<file path="src/rtl/out_port_demux_pkg.sv">
// ============================================================================
// Module   : out_port_demux_pkg
// Purpose  : Shared types and derived port-ID helpers for the output demux.
// Revision : 1.0 - initial release
// ============================================================================
`default_nettype none

package out_port_demux_pkg;

  // Widest channel the shared state struct can carry.
  localparam int unsigned C_MAX_DATA_W = 32;

  typedef struct packed {
    logic [C_MAX_DATA_W-1:0] data;
    logic                    valid;
    logic                    wr_pulse;
    logic                    overrun;
  } chan_state_t;

  function automatic int unsigned bcast_id(input int unsigned base_id,
                                           input int unsigned n_ch);
    return base_id + n_ch;
  endfunction

  function automatic int unsigned ovclr_id(input int unsigned base_id,
                                           input int unsigned n_ch);
    return base_id + n_ch + 1;
  endfunction

endpackage

`default_nettype wire

</file>
<file path="src/rtl/out_demux_chan.sv">
// ============================================================================
// Module   : out_demux_chan
// Purpose  : One output channel: data register, valid/ack handshake, sticky overrun.
// Revision : 1.0 - initial release
// ============================================================================
`default_nettype none

module out_demux_chan
  import out_port_demux_pkg::*;
#(
  parameter int unsigned DATA_W = 8
) (
  input  logic              CLK,
  input  logic              RST,
  input  logic              wr,
  input  logic              ack,
  input  logic [DATA_W-1:0] din,
  input  logic              ovr_clr,
  output logic [DATA_W-1:0] data,
  output logic              valid,
  output logic              wr_pulse,
  output logic              overrun
);

  if (DATA_W > C_MAX_DATA_W) begin : g_bad_width
    $error("out_demux_chan: DATA_W exceeds C_MAX_DATA_W");
  end

  chan_state_t r_state;
  chan_state_t w_next;

  always_comb begin
    w_next          = r_state;
    w_next.wr_pulse = wr;
    if (wr) begin
      w_next.data  = C_MAX_DATA_W'(din);
      w_next.valid = 1'b1;
    end else if (ack) begin
      w_next.valid = 1'b0;
    end
    // A fresh overrun wins over a clear arriving in the same cycle.
    w_next.overrun = (wr & r_state.valid & ~ack) | (r_state.overrun & ~ovr_clr);
  end

  always_ff @(posedge CLK) begin
    if (RST) begin
      r_state <= '0;
    end else begin
      r_state <= w_next;
    end
  end

  assign data     = r_state.data[DATA_W-1:0];
  assign valid    = r_state.valid;
  assign wr_pulse = r_state.wr_pulse;
  assign overrun  = r_state.overrun;

  logic w_unused_data;
  assign w_unused_data = ^r_state.data;

endmodule

`default_nettype wire

</file>
<file path="src/rtl/out_port_demux.sv">
// ============================================================================
// Module   : out_port_demux
// Purpose  : Decodes MCU OUT transactions onto N_CH registered output channels.
// Revision : 1.0 - initial release
// ============================================================================
`default_nettype none

module out_port_demux
  import out_port_demux_pkg::*;
#(
  parameter int unsigned          DATA_W  = 8,
  parameter int unsigned          ID_W    = 8,
  parameter int unsigned          N_CH    = 4,
  parameter logic [ID_W-1:0]      BASE_ID = ID_W'('h40)
) (
  input  logic                     CLK,
  input  logic                     RST,
  input  logic                     IO_STRB,
  input  logic [ID_W-1:0]          PORT_ID,
  input  logic [DATA_W-1:0]        OUT_PORT,
  input  logic [N_CH-1:0]          CH_ACK,
  output logic [N_CH*DATA_W-1:0]   CH_DATA,
  output logic [N_CH-1:0]          CH_VALID,
  output logic [N_CH-1:0]          CH_WR_PULSE,
  output logic [N_CH-1:0]          OVERRUN
);

  localparam logic [ID_W-1:0] c_bcast_id = ID_W'(bcast_id(32'(BASE_ID), N_CH));
  localparam logic [ID_W-1:0] c_ovclr_id = ID_W'(ovclr_id(32'(BASE_ID), N_CH));

  if (N_CH < 1 || N_CH > DATA_W) begin : g_bad_nch
    $error("out_port_demux: N_CH must be in 1..DATA_W");
  end

  if (64'(ovclr_id(32'(BASE_ID), N_CH)) > ((64'd1 << ID_W) - 64'd1)) begin : g_bad_ids
    $error("out_port_demux: OVCLR_ID does not fit in ID_W");
  end

  logic w_ovclr_hit;
  assign w_ovclr_hit = IO_STRB && (PORT_ID == c_ovclr_id);

  for (genvar k = 0; k < N_CH; k++) begin : g_ch
    localparam logic [ID_W-1:0] c_ch_id = ID_W'(32'(BASE_ID) + k);

    logic w_wr;
    logic w_ovr_clr;

    assign w_wr      = IO_STRB && ((PORT_ID == c_ch_id) || (PORT_ID == c_bcast_id));
    assign w_ovr_clr = w_ovclr_hit && OUT_PORT[k];

    out_demux_chan #(
      .DATA_W (DATA_W)
    ) u_chan (
      .CLK      (CLK),
      .RST      (RST),
      .wr       (w_wr),
      .ack      (CH_ACK[k]),
      .din      (OUT_PORT),
      .ovr_clr  (w_ovr_clr),
      .data     (CH_DATA[k*DATA_W +: DATA_W]),
      .valid    (CH_VALID[k]),
      .wr_pulse (CH_WR_PULSE[k]),
      .overrun  (OVERRUN[k])
    );
  end

endmodule

`default_nettype wire

</file>
<file path="config.mk">
export PLATFORM = sky130hd
export DESIGN_NAME = out_port_demux
export DESIGN_NICKNAME = d
export VERILOG_FILES = /design/src/rtl/out_port_demux_pkg.sv /design/src/rtl/out_demux_chan.sv /design/src/rtl/out_port_demux.sv
export SDC_FILE = /design/constraint.sdc
export NUM_CORES = 1
export LEC_CHECK = 0
export ABC_AREA = 1
export CORE_AREA = 2 2 76 63
export CTS_CLUSTER_DIAMETER = 60
export DETAILED_ROUTE_END_ITERATION = 8
export DIE_AREA = 0 0 78 65
export PLACE_DENSITY_LB_ADDON = 0.08
export SKIP_CTS_REPAIR_TIMING = 1
export SYNTH_ARGS = -nofsm -noshare
export SYNTH_HDL_FRONTEND = slang
export SYNTH_SLANG_ARGS = --single-unit
</file>
<file path="constraint.sdc">
create_clock -name CLK -period 1.8 [get_ports CLK]
set_input_delay 0.36 -clock CLK [delete_from_list [all_inputs] [get_ports CLK]]
set_output_delay 0.36 -clock CLK [all_outputs]
set_load 0.005 [all_outputs]
</file>
=== Word level (Yosys, flattened, before mapping) ===
Index checks and enable logic that the tools add are counted.
W data, S select, Z words.

* Register bits after elaboration: 44
* Logic and storage cells: 71
* Output and inout port bits: 44
* Input port bits: 23

* Reduce and logical (&&, ||, !) cells: 17
* Bitwise gates (word level): 24
* Multiplexer cells: 8
* Equality and inequality tests: 6

{| class="wikitable"
|+ Operators by type and width
! operator !! number
|-
| $eq A8 B7 Y1 const B || 6
|-
| $and A1 B1 Y1 || 12
|-
| $logic_and A1 B1 Y1 || 9
|-
| $mux W1 || 8
|-
| $not A1 Y1 || 8
|-
| $reduce_bool A2 Y1 || 4
|-
| $logic_or A1 B1 Y1 || 4
|-
| $or A1 B1 Y1 || 4
|}

=== Longest topological paths before layout ===
Gate-level depths: netlist of the first run.

* Depth after elaboration: 6
* Depth in mapped cells: 8
* Mapped depth without buffers: 7

=== Modules after synthesis ===
Synthesis of the first run repeated with hierarchy kept, for this count alone.

* Cells, all modules: 226
* Area, all modules: 1667.8 um^2

{| class="wikitable"
|+ By module, submodules not included
! module !! cells an instance !! area an instance (um^2) !! seq. area each (um^2) !! instances
|-
| out_demux_chan || 46 || 372.9 || 220.2 || 4
|-
| out_port_demux || 42 || 176.4 || 0.0 || 1
|}

=== Worst setup path after synthesis of the first run ===
OpenSTA, ideal clock, no wires.

* Kind: input -> register
* Start: input port PORT_ID[1]
* End: register g_ch[1].u_chan.r_state (netlist bit g_ch[1].u_chan.data[7])
* Stages on the path: 7
* Buffers on the path: 1
* Library setup time: 0.115 ns
* Data arrival time: 1.041 ns
* Slack: 0.644 ns
* Required time: 1.685 ns
* Cell sequence: nor2_4 nand2_4 nand2_4 buf_6 nand3_1 nand2_1 nor2_1

* Cells in the longest elaborated chain, start to end: 3
* Elaborated cells on any way between the ends: 4
* Those cells by class: eq/ne (2); reduce/logical (2)

{| class="wikitable"
|+ RTL lines
! what !! line !! text
|-
| start: declaration || out_port_demux.sv:19 || <nowiki>input logic [ID_W-1:0] PORT_ID,</nowiki>
|-
| $eq A8 B7 Y1 || out_port_demux.sv:48 || <nowiki>assign w_wr = IO_STRB && ((PORT_ID == c_ch_id) || (PORT_ID == c_bcast_id));</nowiki>
|-
| $logic_or A1 B1 Y1 (*) || out_port_demux.sv:48 ||
|-
| $logic_and A1 B1 Y1 (*) || out_port_demux.sv:48 ||
|-
| end signal: assignment || out_demux_chan.sv:49 || <nowiki>r_state <= w_next;</nowiki>
|-
| end: declaration || out_demux_chan.sv:29 || <nowiki>chan_state_t r_state;</nowiki>
|}

Every way passes the cells marked *; elsewhere a longest branch is shown, timed or not.
A chain may end at the register's enable or synchronous reset.

=== Worst setup path after layout of the first run ===
* Start: register g_ch[1].u_chan.r_state (netlist bit g_ch[1].u_chan.data[4])
* End: output port CH_DATA[12]

{| class="wikitable"
|+ RTL lines
! what !! line !! text
|-
| end: declaration || out_port_demux.sv:22 || <nowiki>output logic [N_CH*DATA_W-1:0] CH_DATA,</nowiki>
|}

No word-level cell between the ends.

==> summary.txt, run 1 <==
Floorplanning
  – Cell Rows: 22
  – Die width: 78 um
  – Starting Density: 46.2%
  – Die area: 5070 um2
  – # IOs: 67
  – Core area: 4400 um2
  – Die Ht: 65 um

Cells and area
  – Final Instance Count excl. Fillers: slightly above 400
  – Area growth, synth to finish: 37.0%
  – Share of cells above drive strength 1: 6.69%
  – Commonest non-fill, non-tap cell in the layout: clkdlybuf4s50_1
  – Sequential cell area: ~880 um2
  – Multi-input logic area: 882 um2
  – Most frequent cells in the layout: clkdlybuf4s50_1 (66), nor2_1 (58), nand2_1 (55)
  – Post-layout net count: between 300 and 400
  – FILL cells: 424
  – Diode count: 0

Pwr
  – Leakage: 1.12 nW
  – Max VDD drop: ~0.00043 V
  – Pwr Density: 684 nW/um2

Logic synthesis
  – Post-Synth XOR/XNOR Area: 0%
  – Post-synthesis adder-cell area fraction: 0%
  – Sequential share of the synthesized area: approximately 43%
  – Syn nets: 311
  – Synth Area in Simple Gates: 36.1%
  – Avg Synthesized Cell Area: approximately 7.1 um2
  – Synth Area in Compound Gates: 7.01%
  – Yosys warning count: 0
  – Post-Syn Area: 2040 um2
  – FF+latch count, synth: 44
  – Post-synthesis mux area share: 0%
  – Combinational family with the most area after synthesis: simple AND/OR/NAND/NOR gates
  – Post-Syn Instances: ~290
  – Synth unique cells: 19

CTS
  – Worst-Skew Late Latency: roughly 290 ps
  – TritonCTS clock tree: done
  – Total CTS buffers: 5
  – H-Tree Depth: 2
  – Clock tree buffer depth: 2
  – Clock Pin Slew Worst Setup and Hold Paths: 80 ps
  – TritonCTS Sinks: 44
  – Clk root buf: clkbuf_8

Worst setup path
  – Worst Setup EP: CH_DATA[12]
  – Critical Path End Type: output pin
  – Largest stage delay on the critical path: 510 ps
  – Worst Path Buf+Inv: 1
  – Reg2reg path depth: 4
  – Critical Path AT: 1170 ps
  – Startpoint types: flip-flop
  – Worst path slowest cell: clkdlybuf4s50_1
  – Top delay family on crit path: buffers and inverters
  – Flop-to-flop setup slack: between 1000 and 1500 ps
  – Setup crit start: g_ch[1].u_chan.data[4]$_SDFFE_PP0P_
  – Crit path kind: reg2out
  – CP Data Required Time: 1440 ps
  – Largest fanout on the critical path: 2
  – Crit path cell chain: clkdlybuf4s50_1
  – Worst path depth: 1
  – Reg-to-reg startpoint: g_ch[2].u_chan.valid$_SDFFE_PP0P_
  – Worst R2R End: g_ch[2].u_chan.overrun$_SDFF_PP0_

STA
  – Achievable Freq: 653 MHz
  – Tmin final: 1530 ps
  – RSZ-0062 raised after global routing: false
  – Slew Viols, Final: 0
  – Final worst slack: 270 ps
  – Tcrit/Tclk final: 85.0%
  – Slew @ Worst Pin: between 200 and 300 ps
  – Worst Skew: 0.664 ps
  – Setup TNS: 0 ps
  – Final hold vios: 0
  – Max transition margin: 82.6%
  – WHS: between 400 and 500 ps
  – Final setup violating endpoints: 0

Route
  – Drt total wl: 4700 um
  – Vias: 1901
  – Post-route ant nets: 0
  – DR iter-0 viols: 93
  – # DRC: 0
  – WL per Instance: 11.6 um
  – Vias/cell: 4.71
  – TritonRoute pass-1 iters: 4

Worst hold path
  – HP Class: reg2reg

Global routing
  – GR Util All Layers: 19.3%
  – Largest net degree at the start of global routing: 32
  – First-pass GRT wire length: slightly below 8000 um
  – Overflow after GRT: 0
  – Vias in the first global route: between 1500 and 2000
  – Initial antenna violation count: 0

Placed design
  – HPWL after DPL: between 3000 and 4000 um
  – Place WS: 92.2 ps
  – Placed cells: 396
  – Placer Congestion: 0.768
  – Port Buffers: between 60 and 70

Job
  – Max-cap violations: 0

Outcome
  – Status: completed
[synth_stat cells (all sizes together)]
cell / count / area, um2
buf: 22 / 165
nand3: 30 / 150
nand2: 59 / 251
clkbuf: 4 / 15.0
nand4: 11 / 68.8
and2: 1 / 6.26
inv: 26 / 97.6
nor3: 1 / 5.00
a21oi: 24 / 120
nor2: 62 / 253
o21a: 1 / 7.51
o21ai: 3 / 15.0
dfxtp: 44 / 881
[report_power, final]
| part | switching [mW] | leakage (nW) | internal [mW] | total [mW] |
|---|---|---|---|---|
| sequential | 0.00184 | 0.354 | 0.976 | 0.977 |
| combinational | 0.104 | 0.715 | 0.0821 | 0.186 |
| clock | 0.333 | 0.0552 | 0.412 | 0.745 |
| total | 0.438 | 1.12 | 1.47 | 1.91 |
[per-stage QoR]
stage / instance area [um2] / power (mW) / utilization [%]
after floorplan: 2040 / 1.10 / -
after global placement: 2680 / 1.18 / 60.9
after detailed placement: 2680 / 1.19 / 60.9
after CTS: 2790 / 1.92 / 63.3
after global routing: 2790 / 1.99 / 63.3
final: 2790 / 1.91 / 63.3
[worst register-to-register path, delay by kind of cell, from the launching register on]
kind / cells / cell delay (ps)
buf+inv: 1 / 40
flops: 1 / 340
simple gates: 3 / 340
[logic make-up after synthesis]
| kind of cell | after synthesis |
|---|---|
| buf+inv | 52 |
| compound gates | 28 |
| simple gates | 164 |
| flops | 44 |
[layout make-up]
cell class	count	share of cell area, %
inverter	26	3.50
clock buffer	6	2.60
clock inverter	2	1.26
multi-input combinational	192	31.6
tap	60	2.69
timing repair buffer	74	26.7
sequential	44	31.6
[worst min path at each step]
stage,start,to,slack [ps],cells after the start
floorplan,g_ch[1].u_chan.data[0]$_SDFFE_PP0P_,g_ch[1].u_chan.data[0]$_SDFFE_PP0P_,480,2
global placement,g_ch[1].u_chan.data[5]$_SDFFE_PP0P_,g_ch[1].u_chan.data[5]$_SDFFE_PP0P_,460,2
detailed placement,g_ch[3].u_chan.data[5]$_SDFFE_PP0P_,g_ch[3].u_chan.data[5]$_SDFFE_PP0P_,470,2
CTS,g_ch[2].u_chan.data[2]$_SDFFE_PP0P_,g_ch[2].u_chan.data[2]$_SDFFE_PP0P_,500,2
global route,g_ch[0].u_chan.data[2]$_SDFFE_PP0P_,g_ch[0].u_chan.data[2]$_SDFFE_PP0P_,510,2
finish,g_ch[2].u_chan.data[3]$_SDFFE_PP0P_,g_ch[2].u_chan.data[3]$_SDFFE_PP0P_,490,2
[routing by layer]
layer	vias up	routed length (um)	track usage (%)
li1	1007	-	-
met1	820	2200	26.7
met2	72	2080	30.2
met3	2	402	5.01
met4	0	10	4.61
met5	-	0	0
[sequential cells by signal (all words and copies together) (netlist names)]
signal and cells:
g_ch.u_chan.wr_pulse 4, g_ch.u_chan.valid 4, g_ch.u_chan.overrun 4, g_ch.u_chan.data 32
Note: power is estimated with default switching activity, not from simulation.
==> run 2: changes to the inputs <==
CORE_AREA = 2 2 79 66   (was 2 2 76 63)
DIE_AREA = 0 0 81 68   (was 0 0 78 65)
clock period = 1.6 ns   (was 1.8 ns; I/O delays follow)
==> run 2 against run 1 <==
Against the previous run: utilization shrank 4.5 points; largest cell class unchanged; sequential power grew 13%; sequential share of layout area shrank 0.21 points; hold slack lost 2.9 ps; via count grew 1.0%.
==> summary.txt, run 2 (synthesis results as in run 1) <==
Cells and area
  – Post-layout net count: 371 (+1.4%)
  – FILL cells: 491 (+16%)
  – Commonest non-fill, non-tap cell in the layout: clkdlybuf4s50_1
  – Max reg flops: 32 (unchanged)
  – Most frequent cells in the layout: clkdlybuf4s50_1 (66), nor2_1 (58), nand2_1 (55)
  – Diode count: 0 (unchanged)
  – Share of cells above drive strength 1: 7.78% (+1.1 points)
  – Area growth, synth to finish: 37.9%
  – Final Instance Area: 2810 um2 (+0.67%)

CTS
  – Total CTS buffers: 5 (unchanged)
  – H-Tree Depth: 2 (unchanged)
  – TritonCTS clock tree: done
  – Clock Pin Slew Worst Setup and Hold Paths: 80 ps (about the same)
  – Worst-Skew Late Latency: 280 ps (about the same)
  – Clock tree buffer depth: 2 (unchanged)
  – TritonCTS Sinks: 44 (unchanged)
  – Clk root buf: clkbuf_8

Worst setup path
  – Crit path kind: reg2out
  – Largest fanout on the critical path: 2 (unchanged)
  – Worst Path Buf+Inv: 1 (unchanged)
  – Top delay family on crit path: buffers and inverters
  – Startpoint types: flip-flop
  – Critical Path AT: 1150 ps (-20 ps)
  – Critical Path End Type: output pin
  – Crit path cell chain: clkdlybuf4s50_1
  – Worst path slowest cell: clkdlybuf4s50_1
  – CP Data Required Time: 1280 ps (-160 ps)
  – Largest stage delay on the critical path: 510 ps (about the same)

Route
  – Vias/cell: 4.69 (-0.24%)
  – # DRC: 0 (unchanged)
  – DR iter-0 viols: 99 (+6.5%)
  – Drt total wl: 4610 um (-1.9%)
  – Vias: 1920 (+1.0%)
  – WL per Instance: 11.3 um (-3.1%)
  – Post-route ant nets: 0 (unchanged)
  – TritonRoute pass-1 iters: 4 (unchanged)

Global routing
  – Vias in the first global route: 1707 (+3.8%)
  – GR Util All Layers: 18.2% (-1.1 points)
  – Initial antenna violation count: 0 (unchanged)
  – Largest net degree at the start of global routing: 50 (+56%)
  – First-pass GRT wire length: 7730 um (+0.26%)
  – Overflow after GRT: 0 (unchanged)

Floorplanning
  – Core area: 4780 um2 (+8.5%)
  – Starting Density: 42.6% (-3.6 points)
  – Die area: 5510 um2 (+8.6%)
  – Cell Rows: 23 (+4.5%)
  – # IOs: 67 (unchanged)
  – Die width: 81 um (+3.8%)
  – Die Ht: 68 um (+4.6%)

STA
  – RSZ-0062 raised after global routing: false
  – Final hold vios: 0 (unchanged)
  – Final worst slack: 126 ps (-144 ps)
  – Final setup violating endpoints: 0 (unchanged)
  – Slew Viols, Final: 0 (unchanged)
  – Worst Skew: 3.14 ps (+2.47 ps)
  – Slew @ Worst Pin: 245 ps (-15.9 ps)
  – Achievable Freq: 678 MHz
  – Max transition margin: 83.7% (+1.0 points)
  – Tcrit/Tclk final: between 90% and 100%
  – Tmin final: 1470 ps

Placed design
  – Placed cell areas: 2710 um2 (+1.0%)
  – Placer Congestion: 0.828 (+7.8%)
  – Port Buffers: 66 (unchanged)
  – Place WS: -78.7 ps (-171 ps)
  – HPWL after DPL: 3340 um (-1.0%)

Worst hold path
  – HP Class: reg2reg

Outcome
  – Status: completed

Pwr
  – Max VDD drop: 0.000349 V (-19%)
  – Leakage: 1.14 nW (+1.4%)
  – Power, Total: 2.11 mW (+10%)
  – Pwr Density: 750 nW/um2 (+9.7%)

Job
  – Max-cap violations: 0 (unchanged)
## run 2: changes by cell type in the layout (fill, tap and decap cells not counted), sizes merged
cell,before,now
buf,8,13
clkbuf,6,5
clkinv,1,0
## run 2: final timing paths
check                                           start                                  end  slack, ps  cells past startpoint
setup reg to reg    g_ch[2].u_chan.valid$_SDFFE_PP0P_    g_ch[2].u_chan.overrun$_SDFF_PP0_        850                      4
hold / removal    g_ch[2].u_chan.data[6]$_SDFFE_PP0P_  g_ch[2].u_chan.data[6]$_SDFFE_PP0P_        490                      2
setup / recovery  g_ch[1].u_chan.data[3]$_SDFFE_PP0P_                          CH_DATA[11]        130                      1
hold reg to reg   g_ch[2].u_chan.data[6]$_SDFFE_PP0P_  g_ch[2].u_chan.data[6]$_SDFFE_PP0P_        490                      2
## run 2: cell type report
cell class	instances	area (um2)	share of cell area [%]
clock inverters	1	30.0	1.07
inverters	26	97.6	3.48
flip-flops and latches	44	881	31.4
well taps	62	77.6	2.76
repair buffers	79	771	27.5
clock buffers	5	68.8	2.45
multi-input cells	192	882	31.4
## run 2: layer usage
layer	track usage [%]	vias to the layer above	part of all wire (%)
met4	4.66	0	0.43
met2	28.5	54	43
met1	24.6	846	51
met3	5.41	2	6.0
li1	-	1018	-
met5	0	-	0
## run 2: power by group
group / internal, mW / switching [mW] / total (mW)
clock network: 0.448 / 0.344 / 0.792
logic: 0.0973 / 0.117 / 0.214
registers: 1.10 / 0.00209 / 1.10
total: 1.64 / 0.463 / 2.11
## run 2: tightest hold or removal path, cell delays in order, from the launching register on
cell	delay (ps)
dfxtp_1	330
a21oi_1	40
nor2_1	80
## run 2: stage by stage
stage | cells | setup TNS (ps) | utilization, % | hold slack [ps]
after global placement | 403 | -1650 | 56.7 | 470
after detailed placement | 403 | -2090 | 56.7 | 473
after floorplan | 288 | 0 | - | 475
after CTS | 409 | 0 | 58.8 | 491
final | 409 | 0 | 58.8 | 486
after global routing | 409 | 0 | 58.8 | 506
==> run 3: changes to the inputs <==
SKIP_LAST_GASP = 1   (was default)
==> results of run 3 <==
Final layout, timing and power as in run 2 (identical DEF).
